===== config.mk =====
export PLATFORM = sky130hd
export DESIGN_NAME = src_stream_ctrl
export DESIGN_NICKNAME = d
export VERILOG_FILES = /design/src/rtl/src_stream_ctrl.sv
export SDC_FILE = /design/constraint.sdc
export NUM_CORES = 1
export LEC_CHECK = 0
export CAP_MARGIN = 20
export CORE_UTILIZATION = 35
export CTS_CLUSTER_SIZE = 25
export DETAILED_ROUTE_END_ITERATION = 6
export DONT_BUFFER_PORTS = 1
export SYNTH_ARGS = -nofsm -noshare
export SYNTH_HDL_FRONTEND = slang
export SYNTH_SLANG_ARGS = --single-unit

===== constraint.sdc =====
create_clock -name clk -period 5.2 [get_ports clk]
set_input_delay 0.78 -clock clk [delete_from_list [all_inputs] [get_ports clk]]
set_output_delay 0.78 -clock clk [all_outputs]
set_load 0.01 [all_outputs]

===== src/rtl/src_stream_ctrl.sv =====
// ----------------------------------------------------------------------------
// src_stream_ctrl
//
// Receive-side stream controller. Once armed by a start pulse it accepts a
// single valid/ready packet from the source stream. It writes each accepted
// beat into the local buffer at incrementing addresses. On the final beat it
// pulses recv_fin and leaves the word count on recv_cnt.
//
// If a packet is longer than the buffer depth (2**AW words), the block keeps
// accepting the remaining beats until the last one and throws them away. It
// also raises the sticky overflow flag.
//
// Parameters
//   DW  stream / buffer data width in bits
//   AW  buffer address width; buffer depth is 2**AW words
//
// Ports
//   clk        clock
//   rst        synchronous active-high reset
//   start      one-cycle arm pulse, honoured only while idle
//   mem_ready  buffer can take a write this cycle
//   src_valid  source beat valid
//   src_last   final beat of the packet, qualified by src_valid
//   src_data   source beat data
//   src_ready  beat accepted when src_valid & src_ready (combinational)
//   mem_we     registered buffer write enable
//   mem_addr   registered buffer write address
//   mem_wdata  registered buffer write data
//   recv_fin   one-cycle completion pulse, aligned with the final write
//   recv_cnt   words written for the current / last packet
//   overflow   sticky: packet was longer than the buffer
//   busy       controller is not idle
// ----------------------------------------------------------------------------
module src_stream_ctrl #(
    parameter int DW = 32,
    parameter int AW = 8
) (
    input  logic          clk,
    input  logic          rst,
    input  logic          start,
    input  logic          mem_ready,
    input  logic          src_valid,
    input  logic          src_last,
    input  logic [DW-1:0] src_data,
    output logic          src_ready,
    output logic          mem_we,
    output logic [AW-1:0] mem_addr,
    output logic [DW-1:0] mem_wdata,
    output logic          recv_fin,
    output logic [AW:0]   recv_cnt,
    output logic          overflow,
    output logic          busy
);

    localparam logic [1:0] ST_IDLE  = 2'd0;
    localparam logic [1:0] ST_RECV  = 2'd1;
    localparam logic [1:0] ST_DRAIN = 2'd2;
    localparam logic [1:0] ST_FIN   = 2'd3;

    // Buffer depth expressed in the width of the word counter.
    localparam logic [AW:0] DEPTH = {1'b1, {AW{1'b0}}};

    logic [1:0]    state_r;
    logic          mem_we_r;
    logic [AW-1:0] mem_addr_r;
    logic [DW-1:0] mem_wdata_r;
    logic          recv_fin_r;
    logic [AW:0]   recv_cnt_r;
    logic          overflow_r;

    logic          src_ready_s;
    logic          accept_s;
    logic [AW:0]   cnt_inc_s;

    // Ready generation. While receiving, ready follows the buffer. While
    // draining, beats are sunk unconditionally.
    always_comb begin
        src_ready_s = 1'b0;
        case (state_r)
            ST_IDLE:  src_ready_s = 1'b0;
            ST_RECV:  src_ready_s = mem_ready;
            ST_DRAIN: src_ready_s = 1'b1;
            ST_FIN:   src_ready_s = 1'b0;
            default:  src_ready_s = 1'b0;
        endcase
    end

    // Handshake qualification and the next value of the word count.
    always_comb begin
        accept_s  = src_valid & src_ready_s;
        cnt_inc_s = recv_cnt_r + {{AW{1'b0}}, 1'b1};
    end

    // Control FSM, buffer write port and status registers. The low AW bits of
    // the word count double as the write pointer. While receiving, the count
    // is always below DEPTH, so every beat accepted in that state is written.
    always_ff @(posedge clk) begin
        if (rst) begin
            state_r     <= ST_IDLE;
            mem_we_r    <= 1'b0;
            mem_addr_r  <= {AW{1'b0}};
            mem_wdata_r <= {DW{1'b0}};
            recv_fin_r  <= 1'b0;
            recv_cnt_r  <= {(AW+1){1'b0}};
            overflow_r  <= 1'b0;
        end else begin
            mem_we_r   <= 1'b0;
            recv_fin_r <= 1'b0;
            case (state_r)
                ST_IDLE: begin
                    if (start) begin
                        state_r    <= ST_RECV;
                        recv_cnt_r <= {(AW+1){1'b0}};
                        overflow_r <= 1'b0;
                    end
                end
                ST_RECV: begin
                    if (accept_s) begin
                        mem_we_r    <= 1'b1;
                        mem_addr_r  <= recv_cnt_r[AW-1:0];
                        mem_wdata_r <= src_data;
                        recv_cnt_r  <= cnt_inc_s;
                        if (src_last) begin
                            // An exact fill that ends on the last beat is not
                            // an overflow.
                            state_r    <= ST_FIN;
                            recv_fin_r <= 1'b1;
                        end else if (cnt_inc_s == DEPTH) begin
                            state_r    <= ST_DRAIN;
                            overflow_r <= 1'b1;
                        end
                    end
                end
                ST_DRAIN: begin
                    // recv_cnt is left at DEPTH, so it saturates there.
                    if (accept_s && src_last) begin
                        state_r    <= ST_FIN;
                        recv_fin_r <= 1'b1;
                    end
                end
                ST_FIN: begin
                    state_r <= ST_IDLE;
                end
                default: begin
                    state_r <= ST_IDLE;
                end
            endcase
        end
    end

    assign src_ready = src_ready_s;
    assign mem_we    = mem_we_r;
    assign mem_addr  = mem_addr_r;
    assign mem_wdata = mem_wdata_r;
    assign recv_fin  = recv_fin_r;
    assign recv_cnt  = recv_cnt_r;
    assign overflow  = overflow_r;
    assign busy      = (state_r != ST_IDLE);

endmodule

Yosys cells after proc, flatten, opt, wreduce, memory -nomap -nowiden

Cells that the tools add are included.

Bits in registers: 54
Logic and storage cells: 50

$add $sub $neg: 1
Equal/unequal tests: 10
Muxes and demuxes: 20
Bitwise gates (word level): 2
Reductions and logical operators: 10

Operator list:

| operator                                                         | count |
|---|---|
| 9-bit two-way mux                                                | 2 |
| 9-bit one-hot mux with 2 select lines                            | 1 |
| 2-bit two-way mux                                                | 5 |
| 2-bit != test (second input constant)                            | 5 |
| 9-bit by 1-bit adder with 9-bit output (second input constant)   | 1 |
| 9-bit == test (second input constant)                            | 1 |
| 1-bit two-way mux                                                | 8 |
| 2-bit one-hot mux with 4 select lines                            | 1 |
| 5-bit AND reduction                                              | 1 |
| 2-bit == test (second input constant)                            | 2 |
| 1-bit one-hot mux with 2 select lines                            | 2 |
| 4-bit AND reduction                                              | 1 |
| 2-bit nonzero test                                               | 2 |
| 2-bit OR reduction                                               | 2 |
| 3-bit != test (second input constant)                            | 1 |
| 1-bit one-hot mux with 3 select lines                            | 1 |
| 3-bit AND reduction                                              | 1 |
| 2-bit by 1-bit == test with 1-bit output (second input constant) | 1 |
| 2-bit zero test                                                  | 1 |
| 2-bit AND reduction                                              | 1 |
| 1-bit bitwise AND                                                | 1 |
| 1-bit logical AND                                                | 1 |
| 1-bit inverter                                                   | 1 |

Logic depth before layout (Yosys ltp)

Depth in word-level cells: 7
Mapped depth: 9
Gate-level depth less buffers: 8

Worst setup path before layout

Ideal clock, no wire load.

Kind: reg2reg
From: reg recv_cnt_r[0], in the netlist recv_cnt[0]
To: reg state_r[0]
Library setup time: 0.133 ns
Arrival: 1.762 ns
Data required time: 5.067 ns
Path slack: 3.305 ns
Cell stages (with the launch flop): 8
Buffers on the path: 0
Clock period less this slack: 1.895 ns
Cells stage by stage: dfxtp_1 ha_1 nand3_1 or3_1 o2111ai_2 o21ai_2 a21oi_1 a211oi_2

Longest elaborated chain between the ends: 4

RTL lines:

| element                                | line | source |
|---|---|---|
| start, declared                        | 68   | `logic [AW:0] recv_cnt_r;` |
| start signal, assigned                 | 104  | `recv_cnt_r <= {(AW+1){1'b0}};` |
| start signal, assigned                 | 113  | `recv_cnt_r <= {(AW+1){1'b0}};` |
| start signal, assigned                 | 122  | `recv_cnt_r <= cnt_inc_s;` |
| 9-bit by 1-bit adder with 9-bit output | 91   | `cnt_inc_s = recv_cnt_r + {{AW{1'b0}}, 1'b1};` |
| 9-bit == test                          | 128  | `end else if (cnt_inc_s == DEPTH) begin` |
| 3-bit != test (no source line)         | n/a  |  |
| 4-bit AND reduction (no source line)   | n/a  |  |
| end signal, assigned                   | 99   | `state_r <= ST_IDLE;` |
| end signal, assigned                   | 126  | `state_r <= ST_FIN;` |
| end signal, assigned                   | 129  | `state_r <= ST_DRAIN;` |
| end, declared                          | 63   | `logic [1:0] state_r;` |

No other way between the ends.
A chain may end at the register's enable or synchronous reset.

Worst setup path in the final report

From: reg state_r[1]
To: out src_ready

Longest elaborated chain between the ends: 3
Elaborated cells between the ends (all ways): 6

RTL lines:

| element                                                 | line | source |
|---|---|---|
| start signal, assigned                                  | 99   |  |
| start signal, assigned                                  | 112  | `state_r <= ST_RECV;` |
| start signal, assigned                                  | 126  |  |
| 2-bit == test / 2-bit zero test (equally long branches) | 79   | `case (state_r)` |
| 2-bit OR reduction (no source line)                     | n/a  |  |
| 1-bit one-hot mux with 3 select lines (*)               | 79   |  |
| end, declared                                           | 45   | `output logic src_ready,` |

Mark *: on every way between the ends. The rest lies on a longest branch, timed or not.

==> results.md <==
* Status: finished, final reports clean
* Initial antenna violation count at 0
* Post-synth EDFFs at 0
* Worst min-delay path endpoint: mem_wdata[10]
* Syn Nets at 340
* WP data arrival at 1450 ps
* Crit path time final at 2230 ps
* DR iter-0 viols at 88
* Worst path cell trace: inv_1 > ha_1 > mux2_2
* Instance count on the critical path at 3
* # setup viols final at 0
* Yosys warning total at 0
* Pin count of the biggest net entering global routing at 55
* Lkg Pwr at 0.803 nW
* FF-to-FF path depth at 7
* Clock-pin slew on the worst setup and hold paths at 90 ps
* Initial Util at between 30% and 40%
* CTS sink cnt at 54
* Worst slew pin tran at about 740 ps
* DIE HEIGHT at just over 80 um
* Max incr delay on CP at 420 ps
* Setup bufs post-CTS at 0
* WHS Path Cells at 2
* Hold Vio Cnt, Final at 0
* NumNets Final at 329
* Main flop type after synthesis: dfxtp_1
* Min-delay src: mem_wdata[10]
* Reg2reg setup slack at 3040 ps
* Post-Place Worst Slack at 3080 ps
* Post-cts gate resize count at 0
* Vias in the first global route at around 1800
* Final antenna-violating net count at 0
* Share of the synthesized area in the top cell type at 47.2%
* # DRC at 0
* Crit share post-route at 42.9%
* Hold Path Class: reg2reg
* Placed cell area at 2320 um^2
* Share of post-route cells with drive strength above 1 at approximately 5.9%
* Routed WL per cell at 14.0 um
* Crit path capture type: output port
* Die area at 6870 um^2
* DR vias at 1893
* Worst skew pair latency at 300 ps
* Flops & latches, synth at 54
* Fill count at between 600 and 700
* Antenna Cells at 0
* GPL Wtd Cong at 0.768
* IO Count at 92
* GRT Total Usage at approximately 15%
* Cells after Synth at 296
* WS Path Type: reg2out
* R2R Path Start: recv_cnt[0]
* CTS Buffer Depth at 2
* Syn Area/Cell at 7.74 um^2
* Synth Cell Area at 2290 um^2
* Relative slew slack at 50.1%
* CP max-delay cell: mux2_2
* Register area share after synthesis at 47.2%
* Synth area leader: dfxtp_1
* Overflow after GRT at 0
* Bufs and invs on worst path at 1
* Netlist cell types at 38
* Fin. max-slew vios at 0
* Most frequent cell after synthesis: nand2_1
* Post-layout worst setup margin at 2970 ps
* Post-synth ARST share at 0%
* Largest cells by area after synthesis: dfxtp_1, nand2_1, a21oi_1, nor2_1, ha_1
* Post-synth top cells: nand2_1, dfxtp_1, a21oi_1
* Highest clock rate at 448 MHz
* Post-layout util at 38.2%
* FF-to-FF End: state_r[1]
* Worst Skew at 5.81 ps
* Die Width at 82.9 um
* Core area at 6350 um^2
* Final TNS setup at 0 ps
* HPWL Detailed at about 3400 um
* Area growth syn-to-layout at 6.01%
* Post-CTS Hold Buffers at 0
* Root buffer cell: clkbuf_8
* Max_cap viols at 0
* Pwr Density at 391 nW/um^2
* Post-route design area at 2430 um^2
* IO Port Bufs at 0
* Max Fanout on Critical Path at 8
* Detailed Route WL at 5080 um
* First-pass GRT wire length at about 8300 um
* VDD IR-drop max at 0.164 mV
* CP Data Required Time at 4420 ps
* RSZ-0062 raised after global routing: false
* Routed vias/inst at 5.21
* Crit-path leading delay family: multiplexers
* H-tree Lvls at 2
* Drt first pass iters at 6
* FP Rows at 29
* CTS Buf Count at 5
* Startpoint types: flip-flop
* CTS tree: yes
==> sequential cells by signal, indices dropped and copies added, names as in the netlist <==
name and count:
mem_addr 8, mem_wdata 32, recv_fin 1, overflow 1, mem_we 1, state_r 2
recv_cnt 9
==> logic make-up (layout without fill, tap and decap cells) <==
group	after synthesis	count (layout)	share of synthesized area [%]
AOI/OAI and AO/OA	69	69	17.0
xor gates and xnor gates	1	1	0.382
adders and majority gates	6	6	3.28
buffers and inverters	24	14	4.31
DFF	54	54	47.2
muxes	3	3	1.37
and+or+nand+nor	139	139	26.4
==> routing by layer <==
layer  global-route usage, %  part of all wire, %  vias to the layer above
met2                    24.7                   47                       56
li1                        -                    -                      961
met3                    5.86                  7.9                        2
met4                    4.08                 0.45                        0
met1                    17.1                   45                      874
met5                       0                    0                        -
==> metrics by stage <==
step	cells	hold WS, ps	total power, W
global placement	355	481	0.000683
global route	363	510	0.00101
detailed placement	355	486	0.000685
CTS	363	501	0.000966
finish	363	498	0.000950
floorplan	296	479	0.000651
==> tightest hold or removal path: stages (launching register included) <==
cell	delay (ps)
dfxtp_1	350
nand2_1	60
a21oi_1	50
==> cells in the final DEF, fill, tap and decap left out, types with 2 or more instances in the layout <==
cell,synthesis,final
ha_1,6,6
a211oi_1,2,2
nor3_1,3,3
buf_4,1,2
o21ai_2,2,2
nand2b_1,3,3
inv_1,4,4
o21ai_0,6,6
nand3b_1,2,2
or4_1,2,2
nor2b_1,2,2
dfxtp_1,54,54
a21oi_1,51,51
nand4_1,2,2
a21o_1,2,2
clkbuf_8,0,5
nor2_1,23,23
nand2_1,89,89
mux2i_1,2,2
nand3_1,5,5
==> report_power, final <==
part | switching, W | internal, W
Sequential | 0.0000281 | 0.000440
Clock | 0.000134 | 0.000144
Combinational | 0.000132 | 0.0000727
==> worst max path at each step <==
stage           startpoint         end  slack (ps)
2_1_floorplan  recv_cnt[0]  state_r[0]        3300
3_3_place_gp   recv_cnt[0]  state_r[1]        3140
3_5_place_dp   recv_cnt[0]  state_r[1]        3080
4_1_cts         state_r[1]   src_ready        2960
5_1_grt         state_r[1]   src_ready        2860
6_report        state_r[1]   src_ready        2970
==> cell type report <==
cell class              count  area, um^2  area share, %
multi-input cells         218        1110           45.7
flip-flops and latches     54        1080           44.5
well taps                  77        96.3           3.97
clock buffers               6        72.6           2.99
clock inverters             2        37.5           1.55
repair buffers              2        15.0          0.618
inverters                   4        15.0          0.618
(Power assumes the default switching activity.)
